## src/rtl/cp0_exc_pkg.sv

```systemverilog
// cp0_exc_pkg: CP0 register numbers, exception codes and SR/Cause field positions
package cp0_exc_pkg;
  localparam logic [4:0] CP0_BADVADDR = 5'd8;
  localparam logic [4:0] CP0_SR = 5'd12;
  localparam logic [4:0] CP0_CAUSE = 5'd13;
  localparam logic [4:0] CP0_EPC = 5'd14;
  localparam logic [4:0] CP0_PRID = 5'd15;
  localparam logic [4:0] EXC_INT = 5'd0;
  localparam logic [4:0] EXC_ADEL = 5'd4;
  localparam logic [4:0] EXC_ADES = 5'd5;
  localparam logic [4:0] EXC_RI = 5'd10;
  localparam logic [4:0] EXC_OV = 5'd12;
  localparam int SR_IE = 0;
  localparam int SR_EXL = 1;
  localparam int SR_IM_LO = 10;
  localparam int SR_IM_HI = 15;
  localparam int CAUSE_EXC_LO = 2;
  localparam int CAUSE_EXC_HI = 6;
  localparam int CAUSE_IP_LO = 10;
  localparam int CAUSE_IP_HI = 15;
  localparam int CAUSE_BD = 31;
endpackage

```

## src/rtl/cp0_exc_if.sv

```systemverilog
// cp0_exc_if: pipeline-side signals of the CP0 exception unit; BadVAddrIn exists only with CP0_BADVADDR_EN
interface cp0_exc_if;
  logic [31:0] PC;
  logic BD;
  logic [4:0] ExcCodeIn;
  logic [5:0] HWInt;
  logic [4:0] A1;
  logic [4:0] A2;
  logic [31:0] DIn;
  logic We;
  logic EXLClr;
`ifdef CP0_BADVADDR_EN
  logic [31:0] BadVAddrIn;
`endif
  logic Exception;
  logic [31:0] HandlerPC;
  logic [31:0] EPCOut;
  logic [31:0] DOut;
  modport master(
    output PC, BD, ExcCodeIn, HWInt, A1, A2, DIn, We, EXLClr,
`ifdef CP0_BADVADDR_EN
    output BadVAddrIn,
`endif
    input Exception, HandlerPC, EPCOut, DOut
  );
  modport slave(
    input PC, BD, ExcCodeIn, HWInt, A1, A2, DIn, We, EXLClr,
`ifdef CP0_BADVADDR_EN
    input BadVAddrIn,
`endif
    output Exception, HandlerPC, EPCOut, DOut
  );
endinterface

```

## src/rtl/cp0_exc_req.sv

```systemverilog
// cp0_req: combinational interrupt/exception request evaluation, interrupts win over exceptions
module cp0_req
  import cp0_exc_pkg::*;
(
  input  logic [5:0] hw_int,
  input  logic [5:0] im,
  input  logic       ie,
  input  logic       exl,
  input  logic [4:0] exc_code_in,
  output logic       exception,
  output logic [4:0] exc_code
);
  logic int_req;
  logic exc_req;
  always_comb begin
    int_req = |(hw_int & im) & ie & ~exl;
    exc_req = (exc_code_in != EXC_INT) & ~exl;
    exception = int_req | exc_req;
    exc_code = int_req ? EXC_INT : exc_code_in;
  end
endmodule

```

## src/rtl/cp0_exc.sv

```systemverilog
// cp0_exc: CP0 SR/Cause/EPC/PRId state, exception capture, mfc0/mtc0/eret; CP0_BADVADDR_EN adds BadVAddr (reg 8)
module cp0_exc
  import cp0_exc_pkg::*;
#(
  parameter logic [31:0] HANDLER_ADDR = 32'h0000_4180,
  parameter logic [31:0] PRID_VALUE = 32'h4252_4348
) (
  input logic clk,
  input logic reset,
  cp0_exc_if.slave bus
);
  logic [5:0] im;
  logic exl;
  logic ie;
  logic bd;
  logic [5:0] ip;
  logic [4:0] exc_code;
  logic [31:0] epc;
  logic [31:0] badvaddr;
  logic [31:0] sr_val;
  logic [31:0] cause_val;
  logic exc;
  logic [4:0] code;
  logic we_sr;
  logic we_epc;
  cp0_req u_req (
    .hw_int(bus.HWInt),
    .im(im),
    .ie(ie),
    .exl(exl),
    .exc_code_in(bus.ExcCodeIn),
    .exception(exc),
    .exc_code(code)
  );
  assign we_sr = bus.We && bus.A2 == CP0_SR;
  assign we_epc = bus.We && bus.A2 == CP0_EPC;
  // exception capture beats mtc0/eret for EXL and EPC; IM/IE always follow mtc0
  always_ff @(posedge clk) begin
    if (reset) begin
      im <= '0;
      exl <= 1'b0;
      ie <= 1'b0;
      bd <= 1'b0;
      ip <= '0;
      exc_code <= '0;
      epc <= '0;
    end else begin
      ip <= bus.HWInt;
      im <= we_sr ? bus.DIn[SR_IM_HI:SR_IM_LO] : im;
      ie <= we_sr ? bus.DIn[SR_IE] : ie;
      exl <= exc ? 1'b1 : bus.EXLClr ? 1'b0 : we_sr ? bus.DIn[SR_EXL] : exl;
      bd <= exc ? bus.BD : bd;
      exc_code <= exc ? code : exc_code;
      epc <= exc ? (bus.BD ? bus.PC - 32'd4 : bus.PC) & ~32'd3 : we_epc ? {bus.DIn[31:2], 2'b00} : epc;
    end
  end
`ifdef CP0_BADVADDR_EN
  // a nonzero selected code of AdEL/AdES already implies no interrupt won
  always_ff @(posedge clk) begin
    if (reset) badvaddr <= '0;
    else if (exc && (code == EXC_ADEL || code == EXC_ADES)) badvaddr <= bus.BadVAddrIn;
  end
`else
  assign badvaddr = '0;
`endif
  always_comb begin
    sr_val = '0;
    sr_val[SR_IM_HI:SR_IM_LO] = im;
    sr_val[SR_EXL] = exl;
    sr_val[SR_IE] = ie;
    cause_val = '0;
    cause_val[CAUSE_BD] = bd;
    cause_val[CAUSE_IP_HI:CAUSE_IP_LO] = ip;
    cause_val[CAUSE_EXC_HI:CAUSE_EXC_LO] = exc_code;
    bus.DOut = bus.A1 == CP0_SR ? sr_val :
               bus.A1 == CP0_CAUSE ? cause_val :
               bus.A1 == CP0_EPC ? epc :
               bus.A1 == CP0_PRID ? PRID_VALUE :
               bus.A1 == CP0_BADVADDR ? badvaddr : 32'd0;
  end
  assign bus.Exception = exc;
  assign bus.HandlerPC = HANDLER_ADDR;
  assign bus.EPCOut = epc;
endmodule

```

## src/flat_wrapper.sv

```systemverilog
// flat-port wrapper written by rule: the top's interface ports become plain ports
module cp0_exc_flat import cp0_exc_pkg::*;
#(
  parameter logic [31:0] HANDLER_ADDR = 32'h0000_4180,
  parameter logic [31:0] PRID_VALUE = 32'h4252_4348
)
  (clk, reset, bus_PC, bus_BD, bus_ExcCodeIn, bus_HWInt, bus_A1, bus_A2, bus_DIn, bus_We, bus_EXLClr, bus_Exception, bus_HandlerPC, bus_EPCOut, bus_DOut);
  cp0_exc_if bus_i ();
  input logic clk;
  input logic reset;
  input wire logic [$bits(bus_i.PC)-1:0] bus_PC;
  input wire logic [$bits(bus_i.BD)-1:0] bus_BD;
  input wire logic [$bits(bus_i.ExcCodeIn)-1:0] bus_ExcCodeIn;
  input wire logic [$bits(bus_i.HWInt)-1:0] bus_HWInt;
  input wire logic [$bits(bus_i.A1)-1:0] bus_A1;
  input wire logic [$bits(bus_i.A2)-1:0] bus_A2;
  input wire logic [$bits(bus_i.DIn)-1:0] bus_DIn;
  input wire logic [$bits(bus_i.We)-1:0] bus_We;
  input wire logic [$bits(bus_i.EXLClr)-1:0] bus_EXLClr;
  output wire logic [$bits(bus_i.Exception)-1:0] bus_Exception;
  output wire logic [$bits(bus_i.HandlerPC)-1:0] bus_HandlerPC;
  output wire logic [$bits(bus_i.EPCOut)-1:0] bus_EPCOut;
  output wire logic [$bits(bus_i.DOut)-1:0] bus_DOut;
  assign bus_i.PC = bus_PC;
  assign bus_i.BD = bus_BD;
  assign bus_i.ExcCodeIn = bus_ExcCodeIn;
  assign bus_i.HWInt = bus_HWInt;
  assign bus_i.A1 = bus_A1;
  assign bus_i.A2 = bus_A2;
  assign bus_i.DIn = bus_DIn;
  assign bus_i.We = bus_We;
  assign bus_i.EXLClr = bus_EXLClr;
  assign bus_Exception = bus_i.Exception;
  assign bus_HandlerPC = bus_i.HandlerPC;
  assign bus_EPCOut = bus_i.EPCOut;
  assign bus_DOut = bus_i.DOut;
  cp0_exc #(.HANDLER_ADDR(HANDLER_ADDR), .PRID_VALUE(PRID_VALUE)) u_core (.clk(clk), .reset(reset), .bus(bus_i));
endmodule
```

## config.mk

```make
export PLATFORM = sky130hd
export DESIGN_NAME = cp0_exc_flat
export DESIGN_NICKNAME = d
export VERILOG_FILES = /design/src/rtl/cp0_exc_pkg.sv /design/src/rtl/cp0_exc_if.sv /design/src/rtl/cp0_exc_req.sv /design/src/rtl/cp0_exc.sv /design/src/flat_wrapper.sv
export SDC_FILE = /design/constraint.sdc
export NUM_CORES = 1
export LEC_CHECK = 0
export BUFFER_PORTS_ARGS = -buffer_cell sky130_fd_sc_hd__buf_2
export CORE_MARGIN = 3
export CORE_UTILIZATION = 45
export DETAILED_ROUTE_END_ITERATION = 6
export PLACE_DENSITY = 0.78
export SYNTH_ARGS = -nofsm -noshare
export SYNTH_HDL_FRONTEND = slang
export SYNTH_SLANG_ARGS = --single-unit
```

## constraint.sdc

```tcl
create_clock -name clk -period 2.42 [get_ports clk]
set_clock_uncertainty 0.15 [all_clocks]
set_input_delay 0.242 -clock clk [delete_from_list [all_inputs] [get_ports clk]]
set_output_delay 0.242 -clock clk [all_outputs]
set_load 0.02 [all_outputs]
```

==> impl_metrics.env <==
export IMPL_run_status="finished, final reports clean"
export IMPL_reg2reg_from="u_core.im[0]"
export IMPL_post_route_cells_drive_above_1_share_pct=31.36
export IMPL_yosys_area_top_type_share_pct=25.72
export IMPL_place_congestion=0.9230
export IMPL_yosysTopAreaCell="sky130_fd_sc_hd__dfxtp_1"
export IMPL_timing_max_transition_violations_final=0
export IMPL_synth_mux_area_fraction_pct=6.429
export IMPL_cell_by_cell_trace_of_the_critical_path="a22oi_1 -> a311oi_2 -> buf_6 -> nor2_1 -> bufinv_8 -> buf_2"
export IMPL_start_util_pct=46.90
export IMPL_path_class="register to output port"
export IMPL_tightest_hold_check_type="input pin to register"
export IMPL_startpoint_type="register"
export IMPL_ys_seq_area_share_pct=25.72
export IMPL_post_synthesis_adder_cell_area_fraction_pct=0.3214
export IMPL_rsz0062_at_grt="false"
export IMPL_grtUsageTotal_pct=23.69
export IMPL_ioPinCount=187
export IMPL_synthesized_area_fraction_occupied_by_ao_oa_aoi_and_oai_cells_pct=24.88
export IMPL_synth_top_cells_by_area="sky130_fd_sc_hd__dfxtp_1 (26%), sky130_fd_sc_hd__buf_4 (6.8%), sky130_fd_sc_hd__mux2i_1 (6.4%), sky130_fd_sc_hd__o31a_1 (5.0%), sky130_fd_sc_hd__nor4_1 (4.7%)"
export IMPL_hold_buffers=0
export IMPL_power_density_nw_per_um2=464.0
export IMPL_ctsHtreeMaxLevel=2
export IMPL_detail_route_wirelength_um=12440
export IMPL_cts_root_buf="sky130_fd_sc_hd__clkbuf_8"
export IMPL_synthXorXnorAreaFrac_pct=1.350
export IMPL_synth_main_ff_cell="sky130_fd_sc_hd__dfxtp_1"
export IMPL_dieHeight_um=99.01
export IMPL_area_growth_pct=21.41
export IMPL_synth_top_family_by_area="simple AND/OR/NAND/NOR gates"
export IMPL_drtIter0Drc=453
export IMPL_static_leakage_power_nw=2.030
export IMPL_worst_slack_on_hold_paths_ps=4.110
export IMPL_detail_route_wl_per_cell_um=17.42
export IMPL_mappedNetlistArea_um2=3892
export IMPL_clock_power_share_pct=28.9
export IMPL_grt_antenna_before_repair=0
export IMPL_antenna_cells=0
export IMPL_syn_inst=479
export IMPL_power_share_sequential_pct=42.7
export IMPL_postSynth_asyncResetShare_pct=0
export IMPL_power_frac_comb_pct=28.4
export IMPL_global_route_congestion_overflow_total=0
export IMPL_worst_setup_path_end_kind="output port"
export IMPL_irDropWorstVdd_uv=294.8
export IMPL_clock_latency_ps=310
export IMPL_grt_pass1_wl_um=18970
export IMPL_critPathRequiredTime_ps=2030
export IMPL_crit_share_post_route_pct=92.21
export IMPL_number_of_synthesized_flops_with_an_enable_pin=0
export IMPL_r2r_end="u_core.bus.EPCOut[28]"
export IMPL_clkSinkCount=50
export IMPL_dp_final_hpwl_um=9575
export IMPL_critical_path_max_stage_delay_ps=370
export IMPL_grt_start_max_net_pins=39
export IMPL_post_route_util_pct=56.94
export IMPL_cts_tree="built"
export IMPL_yosys_register_bits=50
export IMPL_p_sw_share_pct=33.66
export IMPL_relSlewSlack_pct=54.79
export IMPL_cts_buffers_inserted=5
export IMPL_r2r_setup_slack_ps=300
export IMPL_fillers=794
export IMPL_vias_per_cell=5.943
export IMPL_num_nets_final=699
export IMPL_final_period_minus_worst_setup_slack_ps=2231
export IMPL_placeable_core_region_um2=8299
export IMPL_firstDrtPassIters=5
export IMPL_cts_max_path_buffers=2
export IMPL_synth_distinct_cells=60
export IMPL_die_area_um2=9802
export IMPL_finalSetupTns_ps=0
export IMPL_post_synth_and_or_nand_nor_area_fraction_pct=27.48
export IMPL_commonest_non_fill_non_tap_cells_in_the_layout="sky130_fd_sc_hd__buf_2 (150), sky130_fd_sc_hd__dfxtp_1 (50), sky130_fd_sc_hd__nor2_1 (46), sky130_fd_sc_hd__conb_1 (34), sky130_fd_sc_hd__nor4_1 (29)"
export IMPL_ff2ff_path_depth=6
export IMPL_report_final_hold_viol_count=0
export IMPL_max_slew_worst_pin_slew_ps=678.1
export IMPL_clkTransAtPathRegs_ps=100
export IMPL_maxClockFrequency_mhz=448.1
export IMPL_critical_path_slowest_cell="sky130_fd_sc_hd__dfxtp_1"
export IMPL_horizontal_die_dimension_um=99.01
export IMPL_final_common_cell="sky130_fd_sc_hd__buf_2"
export IMPL_worst_path_max_fanout=18
export IMPL_synth_avg_cell_area_um2=8.126
export IMPL_max_cap_violations=0
export IMPL_p_sw_mw=0.7380
export IMPL_port_buffer_count=150
export IMPL_via_count=4243
export IMPL_power_report_internal_total_mw=1.455
export IMPL_postRouteAntennaNets=0
export IMPL_holdCritStartpoint="bus_HWInt[0]"
export IMPL_whs_endpoint="u_core.ip[0]"
export IMPL_cp_depth=6
export IMPL_cp_arrival_ps=1840
export IMPL_worstSetupStartpoint="u_core.im[0]"
export IMPL_worst_path_dominant_cell_family="buffers and inverters"
export IMPL_hold_path_cell_count=2
export IMPL_ys_warn_count=0
export IMPL_rows=33
export IMPL_setup_failing_eps_final=0
export IMPL_worst_path_buf_inv=3
export IMPL_drc=0
export IMPL_grt_pass1_vias=3743
## power groups by stage
stage               Sequential, mW  Clock [mW]  Combinational [mW]
detailed placement           0.954           0               0.609
finish                       0.937       0.633               0.623
floorplan                    0.996           0               0.365
global placement             0.952           0               0.595
global route                 0.944       0.668               0.672
CTS                          0.935       0.637               0.613
## how the worst max path moves through the flow
| stage | endpoint | slack (ps) |
|---|---|---|
| after floorplan | u_core.bus.EPCOut[13] | 490 |
| after global placement | u_core.bus.EPCOut[14] | 220 |
| after detailed placement | u_core.bus.EPCOut[14] | 150 |
| after CTS | bus_Exception | 70 |
| after global routing | bus_Exception | 80 |
| final | bus_Exception | 190 |
## cells by family after synthesis
family	Yosys count
AOI/OAI and AO/OA	126
xor gates and xnor gates	6
adders and majority gates	1
buffers and inverters	99
DFF	50
muxes	25
other	2
and+or+nand+nor	170
## sequential cells by signal, summed over array words and instances, names as in the netlist
register	flops
u_core.im	6
u_core.ie	1
u_core.ip	6
u_core.bd	1
u_core.exl	1
u_core.bus.EPCOut	30
u_core.exc_code	5
## through the flow
| stage | area, um2 | setup slack (ps) | cells | total power, mW |
|---|---|---|---|---|
| CTS | 4703 | 72.29 | 713 | 2.185 |
| floorplan | 4013 | 488.1 | 511 | 1.362 |
| detailed placement | 4579 | 149.1 | 705 | 1.563 |
| global route | 4726 | 79.06 | 714 | 2.283 |
| global placement | 4579 | 223.4 | 705 | 1.547 |
| finish | 4726 | 188.5 | 714 | 2.193 |
## cell type report
cell class                      instances  area, um2  share of cell area [%]
Clock buffer                            6      82.58                   1.747
Clock inverter                          2      38.79                  0.8208
Inverter                               23      100.1                   2.118
Multi-Input combinational cell        362       2485                   52.58
Sequential cell                        50       1001                   21.18
Tap cell                              105      131.4                   2.780
Timing Repair Buffer                  166      887.1                   18.77
## timing repair
item | 4_1_cts | 5_1_grt
gates cloned | 0 | 0
buffers inserted | 0 | 1
resized for setup | 1 | 2
setup endpoints to repair | 1 | 1
## cell usage after synthesis (12+ instances only)
cell	n
sky130_fd_sc_hd__buf_4	35
sky130_fd_sc_hd__a21oi_1	14
sky130_fd_sc_hd__a31oi_1	13
sky130_fd_sc_hd__o31a_1	22
sky130_fd_sc_hd__and2_1	12
sky130_fd_sc_hd__clkbuf_1	32
sky130_fd_sc_hd__a211oi_1	20
sky130_fd_sc_hd__nor4_1	29
sky130_fd_sc_hd__inv_1	21
sky130_fd_sc_hd__nor2_1	46
sky130_fd_sc_hd__o41ai_1	14
sky130_fd_sc_hd__o31ai_1	13
sky130_fd_sc_hd__or4_1	12
sky130_fd_sc_hd__dfxtp_1	50
sky130_fd_sc_hd__mux2i_1	25
## per-layer routing
layer,vias up,track usage [%],share of wire (%)
li1,2016,-,-
met1,1977,31.41,41
met2,223,39.31,47
met3,27,3.609,8.5
met4,0,7.878,2.6
met5,-,0,0
No activity file was read; power rests on OpenSTA's default activity.
